$ cat src/rtl/pyth_pkg.sv
// Shared constants for the Pythagorean-leg solver.
//   Width   : operand/result width; squares and differences are 2*Width bits
//   CntW    : width of the root-extraction bit counter
//   St*     : FSM state encoding (CAPTURE -> DIFF -> ITER -> OUTPUT)
package pyth_pkg;

    localparam int unsigned Width = 8;
    localparam int unsigned CntW  = (Width > 1) ? $clog2(Width) : 1;

    localparam logic [1:0] StCapture = 2'd0;
    localparam logic [1:0] StDiff    = 2'd1;
    localparam logic [1:0] StIter    = 2'd2;
    localparam logic [1:0] StOutput  = 2'd3;

endpackage

$ cat src/rtl/pyth_if.sv
// Pin bundle of the TT user slot.
//   ena     : enable, low freezes the design
//   ui_in   : r, hypotenuse
//   uio_in  : x, known leg
//   uo_out  : y, computed leg
//   uio_out : always zero
//   uio_oe  : always zero (uio bank is input-only)
// master = harness/testbench side, slave = design side.
interface pyth_if;

    logic                       ena;
    logic [pyth_pkg::Width-1:0] ui_in;
    logic [pyth_pkg::Width-1:0] uio_in;
    logic [pyth_pkg::Width-1:0] uo_out;
    logic [pyth_pkg::Width-1:0] uio_out;
    logic [pyth_pkg::Width-1:0] uio_oe;

    modport master (
        output ena, ui_in, uio_in,
        input  uo_out, uio_out, uio_oe
    );

    modport slave (
        input  ena, ui_in, uio_in,
        output uo_out, uio_out, uio_oe
    );

endinterface

$ cat src/rtl/isqrt_seq.sv
// Sequential digit-by-digit restoring integer square root, one result bit per
// enabled cycle, MSB first.
//   clk, rst_n : clock, asynchronous active-low reset
//   ena_i      : advance enable; low holds all state
//   start_i    : clear root/remainder and arm WIDTH iterations (diff_i must be
//                stable from the next enabled cycle onward)
//   diff_i     : radicand, 2*WIDTH bits
//   root_o     : floor(sqrt(diff_i)) once finished
//   rem_o      : diff_i - root_o^2 once finished
//   done_o     : high while the final iteration is pending (next enabled edge
//                completes the root)
module isqrt_seq #(
    parameter int unsigned WIDTH = 8
) (
    input  logic               clk,
    input  logic               rst_n,
    input  logic               ena_i,
    input  logic               start_i,
    input  logic [2*WIDTH-1:0] diff_i,
    output logic [WIDTH-1:0]   root_o,
    output logic [2*WIDTH:0]   rem_o,
    output logic               done_o
);

    localparam int unsigned CntW = (WIDTH > 1) ? $clog2(WIDTH) : 1;

    logic [WIDTH-1:0]   root_q, root_d;
    logic [2*WIDTH:0]   rem_q, rem_d;
    logic [CntW-1:0]    cnt_q;
    logic               busy_q;

    logic [2*WIDTH-1:0] diff_sh;
    logic [2*WIDTH:0]   rem_sh;
    logic [2*WIDTH:0]   trial;

    // Bring the next pair of radicand bits into the remainder and try
    // appending a 1 to the root: trial = 4*root + 1.
    always_comb begin
        diff_sh = diff_i >> {cnt_q, 1'b0};
        rem_sh  = {rem_q[2*WIDTH-2:0], diff_sh[1:0]};
        trial   = {{(WIDTH-1){1'b0}}, root_q, 2'b01};
        if (rem_sh >= trial) begin
            rem_d  = rem_sh - trial;
            root_d = {root_q[WIDTH-2:0], 1'b1};
        end else begin
            rem_d  = rem_sh;
            root_d = {root_q[WIDTH-2:0], 1'b0};
        end
    end

    always_ff @(posedge clk or negedge rst_n) begin
        if (!rst_n) begin
            root_q <= '0;
            rem_q  <= '0;
            cnt_q  <= '0;
            busy_q <= 1'b0;
        end else if (ena_i) begin
            if (start_i) begin
                root_q <= '0;
                rem_q  <= '0;
                cnt_q  <= CntW'(WIDTH - 1);
                busy_q <= 1'b1;
            end else if (busy_q) begin
                root_q <= root_d;
                rem_q  <= rem_d;
                cnt_q  <= cnt_q - 1'b1;
                if (cnt_q == '0) begin
                    busy_q <= 1'b0;
                end
            end
        end
    end

    assign root_o = root_q;
    assign rem_o  = rem_q;
    assign done_o = busy_q && (cnt_q == '0);

endmodule

$ cat src/rtl/tt_um_pyth_leg.sv
// TT user module: given hypotenuse r (ui_in) and leg x (uio_in) returns the
// other leg y = floor(sqrt(max(r^2 - x^2, 0))) on uo_out, recomputed every
// Width+3 enabled cycles. Pins are sampled only in CAPTURE.
//   clk, rst_n : clock, asynchronous active-low reset
//   bus        : pin bundle (ena, ui_in, uio_in, uo_out, uio_out, uio_oe)
// Build option PYTH_LEG_ROUND_EN: round y to nearest instead of floor
// (saturating at all-ones); timing is identical in both builds.
module tt_um_pyth_leg
    import pyth_pkg::*;
(
    input  logic   clk,
    input  logic   rst_n,
    pyth_if.slave  bus
);

    logic [1:0]         state_q, state_d;
    logic [2*Width-1:0] r_sq_q, r_sq_d;
    logic [2*Width-1:0] x_sq_q, x_sq_d;
    logic [2*Width-1:0] diff_q, diff_d;
    logic [Width-1:0]   uo_q, uo_d;

    logic [2*Width-1:0] r_ext, x_ext;
    logic [Width-1:0]   root;
    logic [2*Width:0]   rem;
    logic [Width-1:0]   result;
    logic               sqrt_start;
    logic               sqrt_done;

    isqrt_seq #(
        .WIDTH (Width)
    ) u_isqrt (
        .clk     (clk),
        .rst_n   (rst_n),
        .ena_i   (bus.ena),
        .start_i (sqrt_start),
        .diff_i  (diff_q),
        .root_o  (root),
        .rem_o   (rem),
        .done_o  (sqrt_done)
    );

`ifdef PYTH_LEG_ROUND_EN
    // rem = diff - root^2; rounding up is right when rem exceeds root
    // (rem == root + 0.25 would be the exact half, impossible for integers).
    assign result = ((rem > {{(Width + 1){1'b0}}, root}) && (root != '1)) ?
                    root + 1'b1 : root;
`else
    logic unused_rem;
    assign unused_rem = ^rem;
    assign result     = root;
`endif

    assign r_ext = {{Width{1'b0}}, bus.ui_in};
    assign x_ext = {{Width{1'b0}}, bus.uio_in};

    always_comb begin
        state_d    = state_q;
        r_sq_d     = r_sq_q;
        x_sq_d     = x_sq_q;
        diff_d     = diff_q;
        uo_d       = uo_q;
        sqrt_start = 1'b0;
        unique case (state_q)
            StCapture: begin
                r_sq_d  = r_ext * r_ext;
                x_sq_d  = x_ext * x_ext;
                state_d = StDiff;
            end
            StDiff: begin
                // Clamp instead of wrapping when the leg exceeds the hypotenuse.
                diff_d     = (x_sq_q > r_sq_q) ? '0 : r_sq_q - x_sq_q;
                sqrt_start = 1'b1;
                state_d    = StIter;
            end
            StIter: begin
                if (sqrt_done) begin
                    state_d = StOutput;
                end
            end
            StOutput: begin
                uo_d    = result;
                state_d = StCapture;
            end
            default: state_d = StCapture;
        endcase
    end

    always_ff @(posedge clk or negedge rst_n) begin
        if (!rst_n) begin
            state_q <= StCapture;
            r_sq_q  <= '0;
            x_sq_q  <= '0;
            diff_q  <= '0;
            uo_q    <= '0;
        end else if (bus.ena) begin
            state_q <= state_d;
            r_sq_q  <= r_sq_d;
            x_sq_q  <= x_sq_d;
            diff_q  <= diff_d;
            uo_q    <= uo_d;
        end
    end

    assign bus.uo_out  = uo_q;
    assign bus.uio_out = '0;
    assign bus.uio_oe  = '0;

endmodule

$ cat src/flat_wrapper.sv
// flat-port wrapper written by rule: the top's interface ports become plain ports
module tt_um_pyth_leg_flat import pyth_pkg::*;
  (clk, rst_n, bus_ena, bus_ui_in, bus_uio_in, bus_uo_out, bus_uio_out, bus_uio_oe);
  pyth_if bus_i ();
  input  logic clk;
  input  logic rst_n;
  input wire logic [$bits(bus_i.ena)-1:0] bus_ena;
  input wire logic [$bits(bus_i.ui_in)-1:0] bus_ui_in;
  input wire logic [$bits(bus_i.uio_in)-1:0] bus_uio_in;
  output wire logic [$bits(bus_i.uo_out)-1:0] bus_uo_out;
  output wire logic [$bits(bus_i.uio_out)-1:0] bus_uio_out;
  output wire logic [$bits(bus_i.uio_oe)-1:0] bus_uio_oe;
  assign bus_i.ena = bus_ena;
  assign bus_i.ui_in = bus_ui_in;
  assign bus_i.uio_in = bus_uio_in;
  assign bus_uo_out = bus_i.uo_out;
  assign bus_uio_out = bus_i.uio_out;
  assign bus_uio_oe = bus_i.uio_oe;
  tt_um_pyth_leg u_core (.clk(clk), .rst_n(rst_n), .bus(bus_i));
endmodule
$ cat config.mk
export PLATFORM = sky130hd
export DESIGN_NAME = tt_um_pyth_leg_flat
export DESIGN_NICKNAME = d
export VERILOG_FILES = /design/src/rtl/pyth_pkg.sv /design/src/rtl/pyth_if.sv /design/src/rtl/isqrt_seq.sv /design/src/rtl/tt_um_pyth_leg.sv /design/src/flat_wrapper.sv
export SDC_FILE = /design/constraint.sdc
export NUM_CORES = 1
export LEC_CHECK = 0
export BUFFER_PORTS_ARGS = -buffer_cell sky130_fd_sc_hd__buf_2
export CAP_MARGIN = 20
export CORE_ASPECT_RATIO = 1.1
export CORE_UTILIZATION = 44
export DETAILED_ROUTE_END_ITERATION = 8
export GPL_TIMING_DRIVEN = 0
export SLEW_MARGIN = 10
export SYNTH_ARGS = -nofsm -noshare
export SYNTH_HDL_FRONTEND = slang
export SYNTH_SLANG_ARGS = --single-unit
$ cat constraint.sdc
create_clock -name clk -period 3.36 [get_ports clk]
set_input_delay 0.672 -clock clk [delete_from_list [all_inputs] [get_ports clk]]
set_output_delay 0.672 -clock clk [all_outputs]
set_load 0.005 [all_outputs]
Word-level counts from Yosys, hierarchy flattened
Index checks and enable logic that the tools add are counted.
{ "op_classes": {"add_sub_neg": 3, "n_mul": 2, "magnitude_cmp": 2, "n_eq_ne": 4, "shifts": 1, "n_mux": 15, "n_reduce_logical": 9} }
{ "op_table": {"columns": ["operator", "count"], "rows": [
  ["two-way mux 15 bit", 3],
  ["multiplier 8 x 8 -> 16 bit", 2],
  ["greater-or-equal comparator 17 x 10 -> 1 bit", 1],
  ["> comparator 16 bit", 1],
  ["two-way mux 16 bit", 1],
  ["two-way mux 8 bit", 2],
  ["right shift 16 x 4 -> 2 bit", 1],
  ["subtractor 16 bit", 1],
  ["subtractor 15 x 10 -> 15 bit", 1],
  ["AND reduction 2 bit", 5],
  ["one-hot mux 2 bit (4 select lines)", 1],
  ["two-way mux 3 bit", 2],
  ["two-way mux 1 bit", 5],
  ["equality test 2 bit, second input constant", 2],
  ["zero test 3 bit", 1],
  ["subtractor 3 x 1 -> 3 bit, second input constant", 1],
  ["equality test 2 x 1 -> 1 bit, second input constant", 1],
  ["zero test 2 bit", 1],
  ["two-way mux 2 bit", 1],
  ["!= test 2 x 1 -> 1 bit, second input constant", 1],
  ["nonzero test 2 bit", 1],
  ["logical AND 1 bit", 1]
]} }
{ "word_totals": {"ff_bits": 85, "input_bits": 19, "out_inout_bits": 24, "elab_cells": 45} }

Depth between registers and ports, before layout
Gate-level depths: netlist (run 1).
{ "depth": {"depth_word": 5, "depth_mapped": 18, "ltp_nobuf": 17} }

By module
From an unflattened synthesis (run 1), not the netlist that was laid out.
{ "unflattened": {"cells_unflattened": 952, "area_unflattened_um2": 8593.2} }
{ "by_module_without_submodules": {"columns": ["mod", "instances", "cells_per_inst", "area_per_inst_um2", "seq_area_each_um2"], "rows": [
  ["tt_um_pyth_leg", 1, 714, 6439.9, 1401.3],
  ["isqrt_seq", 1, 238, 2153.3, 725.7]
]} }

Worst setup path after synthesis (run 1)
Ideal clock, no wire load.
{ "synth_path": {"path_kind": "in2reg", "start": "input port bus_ui_in[1]", "end": "register u_core.r_sq_q[13]", "setup_ns": 0.133, "arrival_ns": 4.374, "required_time_ns": 3.227, "slack_ns": -1.147, "stages": 16, "path_buffers": 1, "cell_sequence": "clkbuf_1 -> and2_1 -> fa_1 -> fa_1 -> inv_1 -> fa_1 -> fa_1 -> inv_1 -> ha_1 -> nor2_1 -> nor2b_1 -> o21ai_0 -> o21ai_0 -> o31ai_1 -> xor2_1 -> o21ai_0"} }
{ "synth_via": {"elab_chain_len": 1} }
{ "synth_rtl": {"columns": ["element", "line_no", "source"], "rows": [
  ["from (decl)", "flat_wrapper.sv:8", "input wire logic [$bits(bus_i.ui_in)-1:0] bus_ui_in;"],
  ["multiplier 8 x 8 -> 16 bit", "tt_um_pyth_leg.sv:65", "r_sq_d = r_ext * r_ext;"],
  ["to (signal assigned)", "tt_um_pyth_leg.sv:97", "r_sq_q <= r_sq_d;"],
  ["to (decl)", "tt_um_pyth_leg.sv:17", "logic [2*Width-1:0] r_sq_q, r_sq_d;"]
]} }
No other way between the ends.
A chain may end at the register's enable or synchronous reset.

Worst setup path after layout (run 1)
{ "layout_path": {"start": "input port bus_uio_in[1]", "end": "register u_core.x_sq_q[13]"} }
{ "layout_via": {"elab_chain_len": 1} }
{ "layout_rtl": {"columns": ["element", "line_no", "source"], "rows": [
  ["from (decl)", "flat_wrapper.sv:9", "input wire logic [$bits(bus_i.uio_in)-1:0] bus_uio_in;"],
  ["multiplier 8 x 8 -> 16 bit", "tt_um_pyth_leg.sv:66", "x_sq_d = x_ext * x_ext;"],
  ["to (signal assigned)", "tt_um_pyth_leg.sv:98", "x_sq_q <= x_sq_d;"],
  ["to (decl)", "tt_um_pyth_leg.sv:18", "logic [2*Width-1:0] x_sq_q, x_sq_d;"]
]} }
No other way between the ends.

==> results of run 1 <==
-- Yosys cell counts (all sizes together), types with 3 or more instances --
master,instances,share of area
nand2,94,0.044
a21oi,22,0.014
ha,94,0.15
or2,5,0.0039
mux4,4,0.011
mux2i,11,0.014
nor2b,13,0.010
a211oi,12,0.011
buf,22,0.021
and3,4,0.0031
o31a,5,0.0056
o211ai,3,0.0028
o31ai,9,0.0084
xnor2,29,0.031
a32o,4,0.0050
o21a,8,0.0074
nand3,3,0.0019
nor4,3,0.0042
o21ai,76,0.047
o41ai,3,0.0042
inv,122,0.057
xor2,17,0.018
a31oi,9,0.0070
nand2b,8,0.0065
fa,49,0.12
or3,5,0.0039
a22o,16,0.017
mux2,8,0.011
a21o,9,0.0084
nor2,35,0.016
a32oi,3,0.0033
and2,38,0.029
nor3,14,0.0087
clkbuf,17,0.0079
dfrtp,83,0.26
-- cells in the final DEF (no fill, tap or decap), types with 14 or more instances in the layout --
cell type,Yosys,routed
o21ai_0,64,44
a21oi_1,22,21
fa_1,49,44
inv_2,0,16
buf_4,16,40
a22o_1,16,16
o21ai_1,12,24
and2_1,38,25
nor2_1,35,25
ha_4,0,18
clkbuf_1,17,14
xnor2_1,29,26
nand2_1,94,86
ha_1,94,75
buf_6,3,17
dfrtp_1,83,83
xor2_1,17,17
conb_1,1,16
inv_1,122,104
-- report_power, final --
part	switching (mW)	leakage, nW	internal [mW]
registers	0.326	1.06	1.44
clock network	0.438	0.136	0.506
logic	3.16	3.47	2.83
total	3.93	4.67	4.77
-- registers in the layout (all words and copies together) (netlist names) --
register	cells
u_core.u_isqrt.cnt_q	3
u_core.u_isqrt.busy_q	1
u_core.x_sq_q	15
u_core.r_sq_q	15
u_core.u_isqrt.root_o	8
u_core.state_q	2
u_core.diff_q	16
u_core.u_isqrt.rem_o	15
u_core.bus.uo_out	8
-- cells by family after synthesis --
logic type / after synthesis / synth area share
AND/OR/NAND/NOR: 231 / 0.143
AO/OA/AOI/OAI: 197 / 0.161
buffers and inverters: 162 / 0.0860
adder cells (fa/ha/maj): 143 / 0.267
flip-flops: 83 / 0.257
XOR/XNOR: 46 / 0.0499
multiplexers: 23 / 0.0359
other: 1 / 0.000464
-- metrics by stage --
stage               instance area (sq um)  hold WS, ns
floorplan                            8480        0.376
global placement                     8900        0.460
detailed placement                   8930        0.466
CTS                                  9650        0.275
global route                         9920        0.296
finish                               9920        0.268
-- worst min path at each step --
stage	endpoint	slack [ns]
detailed placement	u_core.bus.uo_out[4]	0.47
global placement	u_core.bus.uo_out[5]	0.46
global route	u_core.bus.uo_out[3]	0.30
finish	u_core.bus.uo_out[1]	0.27
CTS	u_core.bus.uo_out[5]	0.27
floorplan	u_core.bus.uo_out[0]	0.38
-- layer usage --
layer	routed length, um	vias to the layer above	GRT usage
li1	-	3136	-
met1	7740	3020	0.235
met2	8610	65	0.345
met3	321	28	0.0231
met4	413	0	0.0731
met5	0	-	0
-- what timing repair did --
action,4_1_cts,5_1_grt
hold buffers,0,0
buffers inserted,21,11
resized for setup,78,52
pin swaps,59,55
setup endpoints to repair,18,23
-- area by class of cell --
class | count | area [sq um]
well taps | 238 | 298
plain buffers | 38 | 262
multi-input cells | 656 | 5990
clock inverters | 7 | 52.6
flip-flops and latches | 83 | 2080
repair buffers | 55 | 541
clock buffers | 9 | 225
fillers | 1639 | 7950
inverters | 123 | 474
==> run summary, run 1 <==
Die Y -> 144 um
Slew Limit Headroom -> 0.483
failing checks -> negative setup slack
total wire length -> 17.1 mm
fmax -> 0.258 GHz
crit-path max cell delay -> 0.51 ns
worst-path maximum fanout -> 5
Placed Cells incl. Taps -> 1164
total power -> 8.70 mW
CTS Root Cell -> clkbuf_16
vias per cell -> 5.17
Synth Cell Area -> 0.00808 sq mm
initial drt markers -> 208
status -> finished, violations left
number of synthesized register bits -> 83
critical path startpoint -> bus_uio_in[1]
top_reg_cell synth -> dfrtp_1
dpl ws -> -1.18 ns
global-route wire length before repair -> 29.0 mm
Reg-to-Reg Start -> u_core.u_isqrt.cnt_q[2]
peak supply drop -> 0.481 mV
WL/cell -> 14.1 um
Area Growth Syn to Fin -> 22.8%
Slowest cell on crit path -> fa_1
final slew viol count -> 0
unrepaired setup endpoints after global routing -> true
Unique masters post-synth -> 64
# IOs -> 43
TritonCTS Sinks -> 83
clk buf depth -> 2
port bufs -> 24
cell count along the critical path -> 17
Core Util, Final -> 0.555
CP required -> 3.58 ns
worst path cell trace -> buf_8, buf_8, and2_4, fa_2, fa_1, ha_1, inv_2, fa_1, inv_2, ha_4, a211oi_4, nor2_4, o31ai_4, o21ai_2, o31ai_2, xor2_1, o21ai_1
CP Buf/Inv Count -> 4
final hold violation count -> 0
initial antenna violation count -> 0
clk slew on worst S/H paths -> 0.06 ns
All-Layer GR Usage -> 0.192
min-delay worst type -> in -> async
Period minus WS final -> 3.87 ns
fin nets -> 1128
share of post-route cells with drive strength above 1 -> 0.238
crit path to -> u_core.x_sq_q[13]
TNS Setup -> -6.71 ns
reg2reg path depth -> 11
Worst Setup Start Kind -> input pin
largest net degree at the start of global routing -> 52
worst reg2reg setup slack -> 0.28 ns
Num CTS Buffers -> 9
post-synthesis sequential area ratio -> 0.257
chip width -> 131 um
CTS tree -> yes
global route overflow -> 0
clk_lat worst skew -> 0.35 ns
period utilization -> 1.15
Core Region -> 0.0179 sq mm
CP Class -> in -> reg
Setup crit end kind -> flop
MaxCap Viol Count -> 0
fin cells -> 1209
Worst R2R End -> u_core.u_isqrt.rem_o[14]
Post-synth EDFFs -> 0
WP data arrival -> 4.09 ns
Final HPWL DP -> 13.1 mm
Synth async-reset ratio -> 1.00
yosys warns -> 0
Mapped Cells -> 886
DR pass1 iterations -> 4
Tightest Pin Transition -> 0.775 ns
# setup viols final -> 18
via count -> 6249
diode count -> 0
die area -> 0.0189 sq mm
GPL Wtd Cong -> 0.791
Detail Route Antenna Nets -> 0
Largest delay share family, worst path -> adder cells
worst setup margin -> -0.515 ns
Rows -> 51
Setup Skew -> 0.00593 ns
Starting Density -> 0.452
DRC violations left -> 0
Lkg Pwr -> 4.67 nW
syn_area_per_cell -> 9.12 sq um
number of global-route vias before repair -> 6126
H-tree Lvls -> 3
Cell Pwr Density -> 877 mW/mm^2
Power figures use the tool's default switching activity.
==> inputs of run 2 (changes only) <==
SETUP_SLACK_MARGIN = 0.15   (was unset)
==> run summary, run 2 (same netlist as run 1, synthesis figures left out) <==
port bufs -> 24 (unchanged)
All-Layer GR Usage -> 0.192 (about the same)
Tightest Pin Transition -> 0.779 ns (+0.00375 ns)
number of global-route vias before repair -> 6099 (-0.44%)
largest net degree at the start of global routing -> 54 (+3.8%)
Detail Route Antenna Nets -> 0 (unchanged)
max FFs per register -> 16 (unchanged)
WP data arrival -> 4.16 ns (+0.07 ns)
# IOs -> 43 (unchanged)
Setup crit end kind -> flop
fin cells -> 1196 (-1.1%)
DRC violations left -> 0 (unchanged)
CP Class -> in -> reg
failing checks -> negative setup slack
initial antenna violation count -> 0 (unchanged)
CTS tree -> yes
Largest Register -> u_core.diff_q
CP required -> 3.57 ns (about the same)
Starting Density -> 0.452 (unchanged)
global route overflow -> 0 (unchanged)
CTS Root Cell -> clkbuf_16
sequential cell area -> 0.00208 sq mm (about the same)
fmax -> 0.253 GHz (-1.9%)
Period minus WS final -> 3.95 ns (+0.0751 ns)
Lkg Pwr -> 4.61 nW (-1.2%)
Setup Skew -> 0.00717 ns (+0.00124 ns)
period utilization -> 1.18 (+0.0224)
via count -> 6240 (-0.14%)
Die Y -> 144 um (unchanged)
share of post-route cells with drive strength above 1 -> 0.236 (-0.00199)
initial drt markers -> 227 (+9.1%)
dpl ws -> -1.17 ns (+0.0118 ns)
total power -> 8.83 mW (+1.5%)
MaxCap Viol Count -> 0 (unchanged)
final slew viol count -> 0 (unchanged)
clk slew on worst S/H paths -> 0.06 ns (about the same)
area occupied by multi-input gates -> 0.00602 sq mm (+0.40%)
diode count -> 0 (unchanged)
TritonCTS Sinks -> 83 (unchanged)
Worst Setup Start Kind -> input pin
Placed Area -> 0.00896 sq mm (+0.36%)
vias per cell -> 5.22 (+0.94%)
most common cell after layout, fill and taps aside -> inv_1
unrepaired setup endpoints after global routing -> true
GPL Wtd Cong -> 0.815 (+3.1%)
# setup viols final -> 17 (-1)
Final HPWL DP -> 13.2 mm (+0.62%)
fillers -> 1686 (+2.9%)
chip width -> 131 um (unchanged)
status -> finished, violations left
peak supply drop -> 0.418 mV (-13%)
min-delay worst type -> in -> async
cts hold-fix bufs -> 0 (unchanged)
cell area after layout -> 0.00987 sq mm (-0.49%)
DR pass1 iterations -> 4 (unchanged)
Area Growth Syn to Fin -> 22.2%
Rows -> 51 (unchanged)
total wire length -> 16.9 mm (-0.99%)
Slew Limit Headroom -> 0.481 (-0.00250)
Placed Cells incl. Taps -> 1164 (unchanged)
final hold violation count -> 0 (unchanged)
fin nets -> 1116 (-1.1%)
H-tree Lvls -> 3 (unchanged)
Core Region -> 0.0179 sq mm (unchanged)
worst setup margin -> -0.590 ns (-0.0751 ns)
clk_lat worst skew -> 0.35 ns (about the same)
global-route wire length before repair -> 28.9 mm (-0.36%)
WL/cell -> 14.1 um (about the same)
most frequent cells in the layout -> 100 x inv_1, 87 x nand2_1, 82 x dfrtp_1
clk buf depth -> 2 (unchanged)
Cell Pwr Density -> 894 mW/mm^2 (+2.0%)
die area -> 0.0189 sq mm (unchanged)
worst-path maximum fanout -> 7 (+2)
Num CTS Buffers -> 9 (unchanged)
run 2: through the flow:
step | hold slack, ns | TNS, ns | util
final | 0.251 | -6.71 | 0.553
after global routing | 0.296 | -9.11 | 0.553
after CTS | 0.263 | -6.99 | 0.540
after detailed placement | 0.466 | -16.44 | 0.501
after global placement | 0.460 | -15.87 | 0.500
after floorplan | 0.376 | -8.24 | -
run 2: metal layers:
metal | up-vias | global-route usage | wire, um
li1 | 3115 | - | -
met5 | - | 0 | 0
met3 | 24 | 0.0203 | 322
met4 | 0 | 0.0830 | 467
met2 | 68 | 0.349 | 8480
met1 | 3033 | 0.231 | 7640
run 2: timing repair:
item,in CTS,in global routing
buffers inserted,13,4
pin swaps,61,41
setup endpoints to repair,21,24
hold endpoints to repair,0,0
resized for setup,77,51
run 2: where the power goes:
group,switching [mW],internal (mW)
sequential,0.330,1.44
combinational,3.21,2.79
clock,0.422,0.648
run 2: final cells by class:
| cell class | count | share of cell area |
|---|---|---|
| clock buffers | 9 | 0.0228 |
| well taps | 238 | 0.0302 |
| plain buffers | 39 | 0.0300 |
| flip-flops and latches | 83 | 0.211 |
| clock inverters | 6 | 0.00925 |
| repair buffers | 42 | 0.0401 |
| inverters | 123 | 0.0478 |
| multi-input cells | 656 | 0.609 |
run 2: path summary, 6_finish.rpt:
path | start | end | slack, ns | cells past startpoint
worst max-delay path | bus_uio_in[1] | u_core.x_sq_q[13] | -0.59 | 19
worst min-delay path | rst_n | u_core.bus.uo_out[4] | 0.25 | 1
worst max register to register | u_core.u_isqrt.cnt_q[0] | u_core.u_isqrt.rem_o[14] | 0.41 | 11
worst min register to register | u_core.bus.uo_out[5] | u_core.bus.uo_out[5] | 0.48 | 2
max in group asynchronous | rst_n | u_core.u_isqrt.cnt_q[2] | 2.49 | 2
min in group clk | u_core.bus.uo_out[5] | u_core.bus.uo_out[5] | 0.48 | 2
run 2: critical path, stage by stage:
cell,delay [ns]
buf_8,0.08
clkbuf_16,0.13
and2_4,0.14
ha_4,0.13
inv_4,0.03
fa_1,0.49
inv_2,0.05
ha_4,0.25
inv_2,0.03
fa_1,0.51
inv_2,0.06
fa_2,0.40
a211oi_4,0.30
nor2_4,0.08
o31ai_4,0.25
o21ai_2,0.11
o31ai_2,0.20
xor2_1,0.19
o21ai_1,0.07
